<file path="src/rtl/timer_pkg.sv">
// timer_pkg: shared state encoding, digit limit and width helper for the mm:ss timer.
package timer_pkg;
    typedef enum logic [1:0] {ST_IDLE, ST_RUN, ST_PAUSE, ST_EXPIRED} state_t;
    localparam logic [5:0] SEC_MAX = 6'd59;
    function automatic int clog2(input int v);
        int r;
        r = 0;
        for (int i = 0; i < 32; i++)
            if ((1 << r) < v) r++;
        return r;
    endfunction
endpackage

</file>
<file path="src/rtl/mod60_digit.sv">
// mod60_digit: one modulo-60 up/down digit with saturating load and terminal-count flag.
module mod60_digit
    import timer_pkg::*;
(
    input  logic       clk,
    input  logic       reset,
    input  logic       en,
    input  logic       up,
    input  logic       ld,
    input  logic [5:0] ld_val,
    input  logic       clr,
    output logic [5:0] q,
    output logic       wrap
);
    logic [5:0] q_d, q_q;
    assign wrap = up ? (q_q == SEC_MAX) : (q_q == 6'd0);
    assign q    = q_q;
    always_comb begin
        q_d = q_q;
        if (clr)
            q_d = 6'd0;
        else if (ld)
            q_d = (ld_val > SEC_MAX) ? SEC_MAX : ld_val;
        else if (en)
            q_d = wrap ? (up ? 6'd0 : SEC_MAX) : (up ? q_q + 6'd1 : q_q - 6'd1);
    end
    always_ff @(posedge clk) begin
        if (!reset) q_q <= 6'd0;
        else        q_q <= q_d;
    end
endmodule

</file>
<file path="src/rtl/mmss_timer_ctrl.sv">
// mmss_timer_ctrl: run/pause/expire FSM, 1 Hz prescaler and cascaded mm:ss digits.
module mmss_timer_ctrl
    import timer_pkg::*;
#(
    parameter int CLK_HZ  = 50_000_000,
    parameter int TICK_HZ = 1
) (
    input  logic       clk,
    input  logic       reset,
    input  logic       start,
    input  logic       clear,
    input  logic       load,
    input  logic       forward,
    input  logic [5:0] set_min,
    input  logic [5:0] set_sec,
    output logic [5:0] min,
    output logic [5:0] sec,
    output logic       running,
    output logic       finish,
    output logic       expired,
    output logic       tick
);
    localparam int DIV = CLK_HZ / TICK_HZ;
    localparam int PW  = clog2(DIV);

    state_t          state_q, state_d;
    logic [PW-1:0]   presc_q, presc_d;
    logic            fwd_q, fwd_d, tick_q, tick_d, finish_q, finish_d;
    logic            step, ld, clr, sec_wrap, min_wrap, at_top, zero;

    mod60_digit u_sec (
        .clk(clk), .reset(reset), .en(step), .up(fwd_q), .ld(ld),
        .ld_val(set_sec), .clr(clr), .q(sec), .wrap(sec_wrap)
    );
    mod60_digit u_min (
        .clk(clk), .reset(reset), .en(step & sec_wrap), .up(fwd_q), .ld(ld),
        .ld_val(set_min), .clr(clr), .q(min), .wrap(min_wrap)
    );

    assign at_top = (presc_q == PW'(DIV - 1));
    assign zero   = (min == 6'd0) && (sec == 6'd0);

    always_comb begin
        state_d  = state_q;
        presc_d  = presc_q;
        fwd_d    = (state_q == ST_IDLE) ? forward : fwd_q;
        ld       = 1'b0;
        clr      = 1'b0;
        step     = 1'b0;
        finish_d = 1'b0;
        if (clear) begin
            state_d = ST_IDLE;
            presc_d = '0;
            clr     = 1'b1;
        end else begin
            case (state_q)
                ST_IDLE: begin
                    if (start) begin
                        if (forward || !zero) begin
                            state_d = ST_RUN;
                            presc_d = '0;
                        end
                    end else begin
                        ld = load;
                    end
                end
                ST_RUN: begin
                    step     = at_top;
                    presc_d  = at_top ? '0 : presc_q + PW'(1);
                    finish_d = at_top & (fwd_q ? (sec_wrap & min_wrap)
                                               : (min == 6'd0 && sec == 6'd1));
                    // expiry beats a same-cycle pause so a countdown never resumes from 00:00
                    state_d  = (finish_d && !fwd_q) ? ST_EXPIRED : (start ? ST_PAUSE : ST_RUN);
                end
                ST_PAUSE: state_d = start ? ST_RUN : ST_PAUSE;
                ST_EXPIRED: begin
                    if (start) begin
                        state_d = ST_IDLE;
                    end else if (load) begin
                        state_d = ST_IDLE;
                        ld      = 1'b1;
                    end
                end
                default: state_d = ST_IDLE;
            endcase
        end
        tick_d = step;
    end

    always_ff @(posedge clk) begin
        if (!reset) begin
            state_q  <= ST_IDLE;
            presc_q  <= '0;
            fwd_q    <= 1'b1;
            tick_q   <= 1'b0;
            finish_q <= 1'b0;
        end else begin
            state_q  <= state_d;
            presc_q  <= presc_d;
            fwd_q    <= fwd_d;
            tick_q   <= tick_d;
            finish_q <= finish_d;
        end
    end

    assign running = (state_q == ST_RUN);
    assign expired = (state_q == ST_EXPIRED);
    assign tick    = tick_q;
    assign finish  = finish_q;
endmodule

</file>
<file path="config.mk">
export PLATFORM = sky130hd
export DESIGN_NAME = mmss_timer_ctrl
export DESIGN_NICKNAME = d
export VERILOG_FILES = /design/src/rtl/timer_pkg.sv /design/src/rtl/mod60_digit.sv /design/src/rtl/mmss_timer_ctrl.sv
export SDC_FILE = /design/constraint.sdc
export NUM_CORES = 1
export LEC_CHECK = 0
export CORE_UTILIZATION = 35
export DETAILED_ROUTE_END_ITERATION = 7
export PLACE_DENSITY_LB_ADDON = 0.05
export SLEW_MARGIN = 30
export SYNTH_ARGS = -nofsm -noshare
export SYNTH_HDL_FRONTEND = slang
export SYNTH_HIERARCHICAL = 1
export SYNTH_SLANG_ARGS = --single-unit
</file>
<file path="constraint.sdc">
create_clock -name clk -period 2.3 [get_ports clk]
set_input_delay 0.46 -clock clk [delete_from_list [all_inputs] [get_ports clk]]
set_output_delay 0.46 -clock clk [all_outputs]
set_load 0.005 [all_outputs]
</file>
==> run summary, run 1 <==
cell with the largest stage delay on the worst path: or4_4
Final WS setup: 22.8 ps
worst hold start: presc_q[15]
die area: 0.00861 mm^2
Worst Hold Depth: 2
multiplexer share of the synthesized area: 0.00694
post-synthesis net count: 373
Place WS: -54.1 ps
initial antenna violation count: 0
post-synthesis cell count: 339
CTS Buffer Depth: 2
cell row count: 32
register area share after synthesis: 0.298
Setup Viol. Count Final: 0
Final Critical Period: 2280 ps
Area growth, synth to finish: 30.4%
post-synthesis compound-gate area fraction: 0.251
Synth Area in Simple Gates: 0.252
Synth Area in XOR/XNOR: 0.0789
Clock Skews: 5.79 ps
Startpoint Class: flop
total wire length: 7.56 mm
core box area: 0.00785 mm^2
Netlist cell types: 64
worst-path cell chain: or3b_1 > or4_4 > nor4b_4 > and2_4 > o311ai_2 > o41ai_2 > a31o_1
Max Cap Viol: 0
clock tree sinks: 43
TNS Setup: 0 ps
outcome: complete, no violations
ys async rst share: 0
Hold Vio Cnt, Final: 0
CP startpoint: presc_q[25]
Initial Util: 0.368
slew margin rel.: 0.679
worst slew pin tran: 480 ps
pin count of the biggest net entering global routing: 23
largest cells by area after synthesis: dfxtp_1, ha_1, xor2_1
via-per-instance ratio: 5.32
post-DP HPWL: 5.71 mm
Slew Viols, Final: 0
Final #Nets: 450
Die X: 92.8 um
synthesized area: 0.00289 mm^2
Detailed Routing Iterations Pass 1: 4
Initial DRC Count: 45
Max IR drop VDD: 0.000182 V
total grt overflow: 0
reg2reg start: presc_q[25]
worst skew pair latency: 300 ps
Crit path largest cell delay: 460 ps
Placer Congestion: 0.819
# DRC: 0
H-Tree Depth: 2
PD cells: 400 mW/mm^2
Reg2Reg Setup Slack: 20 ps
number of global-route vias before repair: 2549
Post-DRT Antenna Nets: 0
first-pass GRT wire length: 12.4 mm
register bit total from synthesis: 43
Reg-to-Reg End: u_min/q[5]
IO buf count: 33
Synthesis Warnings: 6
share of cells above drive strength 1: 0.212
top cell type's share of synthesized area: 0.298
CTS Buf Count: 5
Crit Path Max Fanout: 4
I/O pins: 34
clk slew on worst S/H paths: 90 ps
CTS tree: built
cells on worst reg2reg path: 7
final core occ: 0.480
Leakage: 1.51 nW
Critical Path End Type: flop
Synth Area in Adders: 0.0746
die height: 92.8 um
Avg WL per Cell: 14.6 um
kind of critical path: flop to flop
clock root buffer master: clkbuf_8
Avg Cell Area, Syn: 8.51 um^2
fin crit share: 0.990
RSZ-0062 raised after global routing: true
Worst Path Arrival: 2530 ps
ys flop type: dfxtp_1
largest family of logic cells by synthesized area: simple AND/OR/NAND/NOR gates
worst endpoint required time: 2550 ps
# diodes: 0
Post-synth EDFFs: 0
gr usage total: 0.180
fmax: 0.439 GHz
Hold EP: presc_q[15]
largest area contributor in the netlist: dfxtp_1
vias: 2754
HP Class: flop to flop
## kinds of logic after synthesis
kind of cell    count (synthesis)
fa+ha+maj                      16
mux                             2
flops                          43
xor+xnor                       26
buf+inv                        24
simple gates                  130
compound gates                 98
## worst max-delay path, delay by kind of cell, from the launching register on
kind,cells,cell delay [ps]
flip-flops,1,340
AND/OR/NAND/NOR,4,1320
AO/OA/AOI/OAI,3,580
## Yosys cell counts (2+ instances only)
| cell type | number |
|---|---|
| a211oi_1 | 2 |
| a211oi_2 | 2 |
| a21o_1 | 4 |
| a21o_2 | 3 |
| a21oi_1 | 26 |
| a21oi_2 | 4 |
| a221oi_1 | 3 |
| a22oi_1 | 2 |
| a31o_1 | 2 |
| and2_1 | 3 |
| and3_1 | 4 |
| and4_1 | 3 |
| buf_2 | 4 |
| buf_6 | 2 |
| clkbuf_1 | 2 |
| dfxtp_1 | 43 |
| fa_1 | 2 |
| ha_1 | 14 |
| inv_1 | 15 |
| mux2i_1 | 2 |
| nand2_1 | 17 |
| nand2b_1 | 4 |
| nand3_1 | 9 |
| nand4_1 | 6 |
| nand4b_1 | 3 |
| nor2_1 | 44 |
| nor2b_1 | 4 |
| nor3_1 | 7 |
| nor4_1 | 2 |
| nor4_2 | 3 |
| o2111ai_1 | 9 |
| o211ai_1 | 4 |
| o21a_1 | 2 |
| o21ai_0 | 19 |
| o21bai_2 | 2 |
| o221a_2 | 2 |
| o311ai_2 | 2 |
| o41ai_2 | 2 |
| or2_1 | 3 |
| or2b_1 | 2 |
| or3_1 | 4 |
| xnor2_1 | 6 |
| xor2_1 | 20 |
## stage by stage
step / std cells / power (mW) / area (um^2) / hold slack, ps
6_report: 518 / 1.51 / 3760 / 468
5_1_grt: 518 / 1.60 / 3760 / 493
4_1_cts: 512 / 1.53 / 3700 / 472
3_5_place_dp: 505 / 1.01 / 3610 / 459
3_3_place_gp: 505 / 1.01 / 3610 / 457
2_1_floorplan: 339 / 0.910 / 2900 / 446
## per-layer routing
layer  share of wire  vias up  global-route usage  wire [um]
met5               0        -                   0          0
met4           0.012        0              0.0462         89
met3           0.030        8              0.0312        230
met2            0.47       50               0.303       3590
met1            0.48     1294               0.235       3650
li1                -     1402                   -          -
## registers in the layout (all words and copies together) (netlist names)
register and cells:
presc_q 26, u_min/q 6, u_sec/q 6, state_q 2, finish 1, fwd_q 1, tick 1
## layout make-up
type / instances / area, um^2
flip-flops and latches: 43 / 862
inverters: 15 / 56.3
clock buffers: 6 / 82.6
repair buffers: 79 / 679
multi-input cells: 272 / 1950
well taps: 102 / 128
fillers: 814 / 4080
clock inverters: 1 / 5.00
## layout by cell type (no fill, tap or decap), drive strengths merged, types with 3 or more instances in the layout
cell and count:
buf 46, nor4 5, nor2 44, xor2 20, and2 4, o21ai 21, a221oi 3, o211ai 4
nand4b 3, nor3 7, a211oi 5, o2111ai 9, a21o 7, and3 4, clkdlybuf4s50 33, ha 14
clkbuf 6, nand4 6, o21bai 3, nand2b 4, or2 3, a21oi 30, and4 4, inv 15
nand2 18, or3 4, nor2b 4, dfxtp 43, xnor2 6, nand3 10
## power breakdown
group | total (mW) | internal [mW] | switching (mW)
registers | 0.760 | 0.750 | 0.00970
logic | 0.239 | 0.110 | 0.129
clock network | 0.508 | 0.236 | 0.272
total | 1.51 | 1.10 | 0.410
## worst max-delay path by stage
| stage | endpoint | slack [ps] | depth (start not counted) |
|---|---|---|---|
| after CTS | u_sec/q[5] | -6 | 7 |
| final | u_min/q[5] | 20 | 7 |
| after global routing | u_min/q[5] | -60 | 7 |
| after floorplan | u_min/q[5] | 30 | 8 |
| after global placement | u_min/q[5] | -0.3 | 7 |
| after detailed placement | u_sec/q[5] | -50 | 7 |
## what timing repair did
item / in CTS / in global routing
buffers inserted: 0 / 6
gates resized for setup: 1 / 5
endpoints found under the setup margin: 5 / 7
pin swaps: 0 / 0
hold buffers: 0 / 0
No activity file was read; power rests on OpenSTA's default activity.
==> run 2, diff against run 1 <==
- CORE_UTILIZATION: 35 -> 52
- REMOVE_ABC_BUFFERS: default -> 1
- clock period: 2.3 -> 2.2 ns (I/O delays scaled with it)
==> run 2 against run 1 <==
The flow now finishes with violations (setup timing). Wire length is 6.9% lower. Core utilization grew 25 points. Total power increased by 4.2%. Non-clock buffer count up 8. Clock-buffer cell count unchanged. Combinational power is 6% higher. Worst hold slack better by 12 ps. Critical path type unchanged. Critical endpoint is now u_min/q[4]. Largest cell class unchanged. Largest power group unchanged.
==> run summary, run 2 (same netlist as run 1, synthesis figures left out) <==
worst skew pair latency: 300 ps
core box area: 0.00524 mm^2
Place WS: -87.1 ps
Worst Hold Depth: 2
Reg-to-Reg End: u_min/q[4]
Hold EP: presc_q[15]
fmax: 0.446 GHz
violated checks: setup timing
clock root buffer master: clkbuf_8
Initial DRC Count: 126
Clock Skews: 7.70 ps
post-DP HPWL: 5.34 mm
PD cells: 412 mW/mm^2
most common cell after layout, fill and taps aside: buf_4
Final WS setup: -40.8 ps
gr usage total: 0.251
Initial Util: 0.551
IO buf count: 33
Final Critical Period: 2240 ps
outcome: finished, violations left
worst endpoint required time: 2420 ps
I/O pins: 34
# DRC: 0
Hold Vio Cnt, Final: 0
CTS Buffer Depth: 2
Post-DRT Antenna Nets: 0
clock tree sinks: 43
CTS tree: built
HP Class: flop to flop
pin count of the biggest net entering global routing: 23
fin crit share: 1.02
vias: 2817
Placer Congestion: 0.854
kind of critical path: flop to flop
Area growth, synth to finish: 31.9%
Max IR drop VDD: 0.000197 V
worst hold start: presc_q[15]
tightest hold margin: 480 ps
# diodes: 0
worst slew pin tran: 473 ps
reg2reg start: presc_q[25]
via-per-instance ratio: 5.70
commonest cells after routing, fill and taps aside: buf_4, dfxtp_1, nor2_1
Critical Path End Type: flop
first-pass GRT wire length: 11.8 mm
number of global-route vias before repair: 2731
Final #Nets: 458
Die X: 76.5 um
Slew Viols, Final: 0
max reg flops: 26
total wire length: 7.03 mm
cells on worst reg2reg path: 10
share of cells above drive strength 1: 0.236
CTS Buf Count: 5
Detailed Routing Iterations Pass 1: 4
Worst Path Arrival: 2470 ps
cell row count: 26
die area: 0.00585 mm^2
Reg with most FFs: presc_q
Reg2Reg Setup Slack: -40 ps
Max Cap Viol: 0
Startpoint Class: flop
Setup Viol. Count Final: 3
clk slew on worst S/H paths: 80 ps
die height: 76.5 um
Leakage: 1.55 nW
total grt overflow: 0
RSZ-0062 raised after global routing: true
Crit Path Max Fanout: 5
initial antenna violation count: 0
H-Tree Depth: 2
Avg WL per Cell: 14.2 um
slew margin rel.: 0.681
[run 2: cell count changes in the layout (fill, tap and decap cells not counted), moves of 2 or more]
cell and change:
buf_4 +6, buf_6 +2, ha_1 -2, ha_2 +2, nor2_1 -3, nor2_2 +3
[run 2: what timing repair did]
action,4_1_cts,5_1_grt
buffers inserted,0,0
hold endpoints to repair,0,0
hold buffers,0,0
setup endpoints to repair,7,11
gates resized for setup,6,9
pin swaps,0,3
[run 2: worst max path at each step]
| stage | start | endpoint | slack (ps) | cells past startpoint |
|---|---|---|---|---|
| detailed placement | presc_q[25] | u_min/q[4] | -90 | 10 |
| CTS | presc_q[25] | u_sec/q[5] | -30 | 7 |
| floorplan | state_q[0] | u_min/q[0] | -1350 | 5 |
| global route | presc_q[25] | u_sec/q[5] | -160 | 7 |
| finish | presc_q[25] | u_min/q[4] | -40 | 10 |
| global placement | start | u_min/q[5] | -60 | 8 |
[run 2: report_power, final]
part / internal (mW) / switching, mW
Combinational: 0.121 / 0.132
Sequential: 0.784 / 0.0115
Clock: 0.247 / 0.275
[run 2: stage by stage]
stage	power, mW	utilization	instance area [um^2]	std cells	TNS [ps]
after floorplan	0.944	-	2830	330	-14210
after global placement	1.06	0.699	3660	487	-210
after detailed placement	1.06	0.699	3660	487	-682
after CTS	1.58	0.720	3770	494	-43.6
after global routing	1.63	0.727	3810	494	-731
final	1.57	0.727	3810	494	-99.6
[run 2: final cells by class]
cell class / instances / area [um^2]
inverters: 15 / 56.3
clock buffers: 6 / 82.6
clock inverters: 1 / 5.00
flip-flops and latches: 43 / 862
repair buffers: 87 / 747
well taps: 70 / 87.6
fillers: 414 / 1430
multi-input cells: 272 / 1970
[run 2: worst max-delay path: stages, from the launching register on]
cell     delay (ps)
dfxtp_2         340
or3b_1          330
or4_4           450
nor4b_4         260
and2_4          220
buf_6           120
buf_6           100
nor2_2           30
nor2_1           90
a21oi_1          50
nor3_1          180
[run 2: routing by layer]
| layer | track usage | part of all wire | vias up | wire (um) |
|---|---|---|---|---|
| li1 | - | - | 1413 | - |
| met1 | 0.291 | 0.44 | 1331 | 3110 |
| met2 | 0.454 | 0.51 | 62 | 3570 |
| met3 | 0.0491 | 0.033 | 11 | 231 |
| met4 | 0.0904 | 0.017 | 0 | 122 |
| met5 | 0 | 0 | - | 0 |
